===== src/rtl/arcade_input.sv =====
// arcade_input: merges PS/2 keyboard events and two joysticks into registered
// per-player arcade controls, with optional SOCD neutralising and timed coin pulses.
module arcade_input #(
    parameter logic [23:0] COIN_HOLD    = 24'd1_000_000,
    parameter logic        SOCD_NEUTRAL = 1'b1
) (
    input  logic        clk_sys,
    input  logic        RESET,
    input  logic [10:0] ps2_key,
    input  logic [31:0] joystick_0,
    input  logic [31:0] joystick_1,
    output logic [3:0]  p1_dir,
    output logic [3:0]  p2_dir,
    output logic [2:0]  p1_buttons,
    output logic [2:0]  p2_buttons,
    output logic        p1_start,
    output logic        p2_start,
    output logic        p1_coin,
    output logic        p2_coin,
    output logic        p1_pause,
    output logic        p2_pause,
    output logic        service_1,
    output logic        service_2
);
    typedef enum logic {IDLE, PULSE} coin_st_t;

    // Bit order keeps each group aligned with its output: [3:0] P1 {up,down,left,right},
    // [6:4] P1 {b3,b2,b1}, [16:13] P2 dirs, [19:17] P2 buttons.
    function automatic logic [20:0] key_hit(input logic [7:0] c);
        key_hit = '0;
        case (c)
            8'h74: key_hit[0]  = 1'b1;
            8'h6B: key_hit[1]  = 1'b1;
            8'h72: key_hit[2]  = 1'b1;
            8'h75: key_hit[3]  = 1'b1;
            8'h14: key_hit[4]  = 1'b1;
            8'h11: key_hit[5]  = 1'b1;
            8'h29: key_hit[6]  = 1'b1;
            8'h16: key_hit[7]  = 1'b1;
            8'h1E: key_hit[8]  = 1'b1;
            8'h2E: key_hit[9]  = 1'b1;
            8'h36: key_hit[10] = 1'b1;
            8'h46: key_hit[11] = 1'b1;
            8'h45: key_hit[12] = 1'b1;
            8'h34: key_hit[13] = 1'b1;
            8'h23: key_hit[14] = 1'b1;
            8'h2B: key_hit[15] = 1'b1;
            8'h2D: key_hit[16] = 1'b1;
            8'h1C: key_hit[17] = 1'b1;
            8'h1B: key_hit[18] = 1'b1;
            8'h15: key_hit[19] = 1'b1;
            8'h4D: key_hit[20] = 1'b1;
            default: key_hit = '0;
        endcase
    endfunction

    function automatic logic [3:0] socd(input logic [3:0] d);
        logic ud, lr;
        ud = SOCD_NEUTRAL & d[3] & d[2];
        lr = SOCD_NEUTRAL & d[1] & d[0];
        socd = d & ~{ud, ud, lr, lr};
    endfunction

    logic [20:0] keys_q, keys_d, hit;
    logic        tog_q, tog_d, init_q, init_d;
    logic [21:0] out_q, out_d;
    coin_st_t    st_q [2];
    coin_st_t    st_d [2];
    logic [23:0] cnt_q [2];
    logic [23:0] cnt_d [2];
    logic [1:0]  prev_q, prev_d, coin_q, coin_d, coin_raw;
    logic        unused;

    assign unused = ^{ps2_key[8], joystick_0[31:11], joystick_1[31:11]};
    assign coin_raw = {keys_q[10] | joystick_1[8], keys_q[9] | joystick_0[8]};

    always_comb begin
        hit    = key_hit(ps2_key[7:0]);
        tog_d  = ps2_key[10];
        init_d = 1'b1;
        keys_d = (init_q && ps2_key[10] != tog_q) ? (ps2_key[9] ? keys_q | hit : keys_q & ~hit) : keys_q;
        out_d  = {socd(keys_q[3:0] | joystick_0[3:0]),
                  socd(keys_q[16:13] | joystick_1[3:0]),
                  keys_q[6:4] | joystick_0[6:4],
                  keys_q[19:17] | joystick_1[6:4],
                  keys_q[7] | joystick_0[7],
                  keys_q[8] | joystick_1[7],
                  keys_q[20] | joystick_0[9],
                  joystick_1[9],
                  keys_q[11] | joystick_0[10],
                  keys_q[12] | joystick_1[10]};
    end

    // Coin triggers are blocked on the first edge so a coin held through reset never fires.
    always_comb begin
        for (int p = 0; p < 2; p++) begin
            st_d[p]   = st_q[p];
            cnt_d[p]  = cnt_q[p];
            coin_d[p] = coin_q[p];
            prev_d[p] = coin_raw[p];
            if (st_q[p] == IDLE) begin
                if (init_q && coin_raw[p] && !prev_q[p]) begin
                    st_d[p]   = PULSE;
                    cnt_d[p]  = COIN_HOLD - 24'd1;
                    coin_d[p] = 1'b1;
                end
            end else if (cnt_q[p] == '0) begin
                st_d[p]   = IDLE;
                coin_d[p] = 1'b0;
            end else begin
                cnt_d[p] = cnt_q[p] - 24'd1;
            end
        end
    end

    always_ff @(posedge clk_sys or posedge RESET) begin
        if (RESET) begin
            keys_q <= '0;
            tog_q  <= 1'b0;
            init_q <= 1'b0;
            out_q  <= '0;
            prev_q <= '0;
            coin_q <= '0;
            for (int p = 0; p < 2; p++) begin
                st_q[p]  <= IDLE;
                cnt_q[p] <= '0;
            end
        end else begin
            keys_q <= keys_d;
            tog_q  <= tog_d;
            init_q <= init_d;
            out_q  <= out_d;
            prev_q <= prev_d;
            coin_q <= coin_d;
            for (int p = 0; p < 2; p++) begin
                st_q[p]  <= st_d[p];
                cnt_q[p] <= cnt_d[p];
            end
        end
    end

    assign {p1_dir, p2_dir, p1_buttons, p2_buttons, p1_start, p2_start,
            p1_pause, p2_pause, service_1, service_2} = out_q;
    assign p1_coin = coin_q[0];
    assign p2_coin = coin_q[1];
endmodule


===== config.mk =====
export PLATFORM = sky130hd
export DESIGN_NAME = arcade_input
export DESIGN_NICKNAME = d
export VERILOG_FILES = /design/src/rtl/arcade_input.sv
export SDC_FILE = /design/constraint.sdc
export NUM_CORES = 1
export LEC_CHECK = 0
export BUFFER_PORTS_ARGS = -buffer_cell sky130_fd_sc_hd__buf_4
export CAP_MARGIN = 10
export CORE_AREA = 5 5 131 83
export DETAILED_ROUTE_END_ITERATION = 8
export DIE_AREA = 0 0 136 88
export GPL_TIMING_DRIVEN = 0
export HOLD_SLACK_MARGIN = 0.15
export PLACE_DENSITY = 0.75
export SETUP_SLACK_MARGIN = 0.5
export SLEW_MARGIN = 20
export SYNTH_ARGS = -nofsm -noshare
export SYNTH_HDL_FRONTEND = slang
export SYNTH_SLANG_ARGS = --single-unit

===== constraint.sdc =====
create_clock -name clk_sys -period 2.76 [get_ports clk_sys]
set_input_delay 0.138 -clock clk_sys [delete_from_list [all_inputs] [get_ports clk_sys]]
set_output_delay 0.138 -clock clk_sys [all_outputs]
set_load 0.005 [all_outputs]

==> metrics.md <==
| Metric | Value |
|---|---|
| R2R cell count | 5 |
| Required @ worst endpoint | 2960 ps |
| Vias in the first global route | 3637 |
| Post-synth ARST share | 1.00 |
| Multiplexer share of the synthesized area | 0.0892 |
| Drt drc | 0 |
| Slew @ Worst Pin | 547 ps |
| Share of cells above drive strength 1 | 0.265 |
| Clock tree buffer depth | 2 |
| Die height | 88 um |
| Total track usage | 0.192 |
| Worst clock skew | 5.09 ps |
| Max-cap check violation count | 0 |
| DR WL/cell | 16.2 um |
| Clock Power Share | 0.418 |
| Internal power | 2.18 mW |
| Top FF cell, synth | dfrtp_1 |
| RSZ-0062 raised after global routing | yes |
| Reg power frac | 0.514 |
| Root buf cell | clkbuf_16 |
| Worst VDD drop | 0.293 mV |
| CP max FO | 6 |
| H-tree levels | 3 |
| Global placer's final weighted congestion | 0.919 |
| Syn avg cell area | 10.8 um2 |
| WL final | 10.8 mm |
| Fin. Hold Viols | 0 |
| Yosys top cell by area | dfrtp_1 |
| Post-synth top cells | 97 x dfrtp_1, 45 x nor2_1, 37 x nand2_1 |
| Number of antenna violations at the first check in global routing | 0 |
| Tcrit/Tclk final | 0.788 |
| Largest family of logic cells by synthesized area | simple AND/OR/NAND/NOR gates |
| Core Rows | 28 |
| NetSw | 0.660 mW |
| Starting Density | 0.478 |
| Worst Hold Depth | 3 |
| Critical Path AT | 2380 ps |
| Detailed-route via count | 3653 |
| Synthesized cell area | 0.00457 mm2 |
| 1st-iter DRT viols | 265 |
| Sequential fraction of the synthesis area | 0.531 |
| Die X | 136 um |
| CTS tree | done |
| Antenna Nets Post-Route | 0 |
| I/O Pins | 99 |
| Critical Path Sink Type | register |
| Final Max Slew Viols | 0 |
| Yosys synthesis warning count | 0 |
| Simple-gate portion of the synthesized area | 0.257 |
| Net switching fraction of the power | 0.232 |
| Hold crit path type | in -> reg |
| Final critical-path required period | 2180 ps |
| LEAKAGE | 2.37 nW |
| Largest net degree at the start of global routing | 30 |
| Maximum clock frequency | 0.460 GHz |
| TritonRoute pass-1 iters | 5 |
| Adder-Cell Fraction of Synth Area | 0.0109 |
| Synth top area share | 0.531 |
| Number of synthesized flops with an enable pin | 0 |
| Distinct cells, synth | 56 |
| Syn Inst Count | 425 |
| Status | completed |
| CTS buffer count | 9 |
| Post-Synth XOR/XNOR Area | 0.0230 |
| Diode count | 0 |
| Comb pwr share | 0.068 |
| Core ar. | 0.00956 mm2 |
| Nets@finish | 604 |
| Post-synthesis register bit count | 97 |
| IO Port Bufs | 53 |
| Slew HR | 0.636 |
| CTS sink count | 97 |
| Die area | 0.0120 mm2 |
| Gr ovfl total | 0 |
| Count leader, synth | dfrtp_1 |
| Clock slew at reported path FFs | 70 ps |
| Layout area overhead | 28.1% |
| Fin Hold WS | 174 ps |
| Syn nets | 506 |
| Critical path startpoint category | register |
| Setup_tns | 0 ps |
| Crit Path Category | reg -> reg |
| Pwr/cell area | 485 mW/mm2 |
| Final setup violating endpoints | 0 |
| Compound-cell area share of the yosys netlist | 0.0717 |
| Ranking of synthesized cells by area | dfrtp_1 53%, mux2_2 5.4%, nor2_1 3.7% |
| Clock latency on the worst-skew pair | 350 ps |
| DPL Wire Length | 7.59 mm |
| First-pass GRT wire length | 18.0 mm |
| Vias per Instance | 5.51 |
power by group through the flow:
stage	Sequential, mW	Combinational, mW	Clock, mW
after floorplan	1.49	0.0659	0
after global placement	1.49	0.146	0
after detailed placement	1.49	0.163	0
after CTS	1.46	0.194	1.22
after global routing	1.46	0.215	1.29
final	1.46	0.193	1.19
layer usage:
layer | global-route usage | wire length [um] | share of wire | vias up
li1 | - | - | - | 1742
met4 | 0.0549 | 133 | 0.012 | 0
met2 | 0.289 | 4860 | 0.45 | 140
met3 | 0.0603 | 781 | 0.073 | 17
met5 | 0 | 0 | 0 | -
met1 | 0.271 | 4980 | 0.46 | 1754
worst paths after layout:
path                                        from                    end  slack (ps)
min in group asynchronous                  RESET     out_q[2]$_DFF_PP0_         390
min                                   ps2_key[7]               register         170
max reg2reg                cnt_q[20]$_DFFE_PP0P_  cnt_q[14]$_DFFE_PP0P_         580
min reg2reg                             register     out_q[9]$_DFF_PP0_         460
max                        cnt_q[20]$_DFFE_PP0P_  cnt_q[14]$_DFFE_PP0P_         580
max in group asynchronous                  RESET    out_q[18]$_DFF_PP0_        1460
kinds of logic after synthesis:
| family | after synthesis |
|---|---|
| AOI/OAI and AO/OA | 51 |
| xor gates and xnor gates | 12 |
| adders and majority gates | 4 |
| buffers and inverters | 17 |
| DFF | 97 |
| muxes | 38 |
| other | 1 |
| and+or+nand+nor | 205 |
cells in the final DEF (no fill, tap or decap), drive strengths merged, types with 5 or more instances in the layout:
| cell type | instances |
|---|---|
| inv | 8 |
| nand2 | 37 |
| nor4b | 7 |
| or4 | 12 |
| nor2 | 46 |
| xnor2 | 7 |
| or3 | 12 |
| nor3 | 13 |
| a211oi | 5 |
| nand4b | 6 |
| o21ai | 16 |
| xor2 | 5 |
| dlygate4sd3 | 28 |
| mux2 | 22 |
| clkbuf | 19 |
| o211ai | 6 |
| and2 | 5 |
| nor4 | 14 |
| nand3 | 13 |
| or2 | 18 |
| dfrtp | 97 |
| buf | 61 |
| a21oi | 10 |
| mux2i | 16 |
per-stage QoR:
stage               total power [mW]   util  std cells  worst slack, ps  instance area (um2)
floorplan                       1.55      -        425              712                 4580
global placement                1.63  0.538        613              555                 5140
detailed placement              1.65  0.545        616              471                 5210
CTS                             2.87  0.603        660              455                 5770
global route                    2.96  0.612        663              476                 5860
finish                          2.84  0.612        663              585                 5860
area by class of cell:
type	count	area [um2]
repair buffers	87	768
flip-flops and latches	97	2430
inverters	6	26.3
well taps	135	169
fillers	764	3710
clock inverters	6	51.3
plain buffers	11	55.1
multi-input cells	311	2130
clock buffers	10	229
critical path, stage by stage (launching register included):
cell and delay (ps):
dfrtp_1 430, or3_1 460, or4_1 570, o21ai_0 330, or4_1 170, nand3_1 70
repair_timing:
action,4_1_cts,5_1_grt
buffers inserted,0,3
hold buffers,28,0
endpoints found under the hold margin,44,0
pin swaps,0,2
setup endpoints to repair,9,31
resized for setup,1,17
Power figures use the tool's default switching activity.
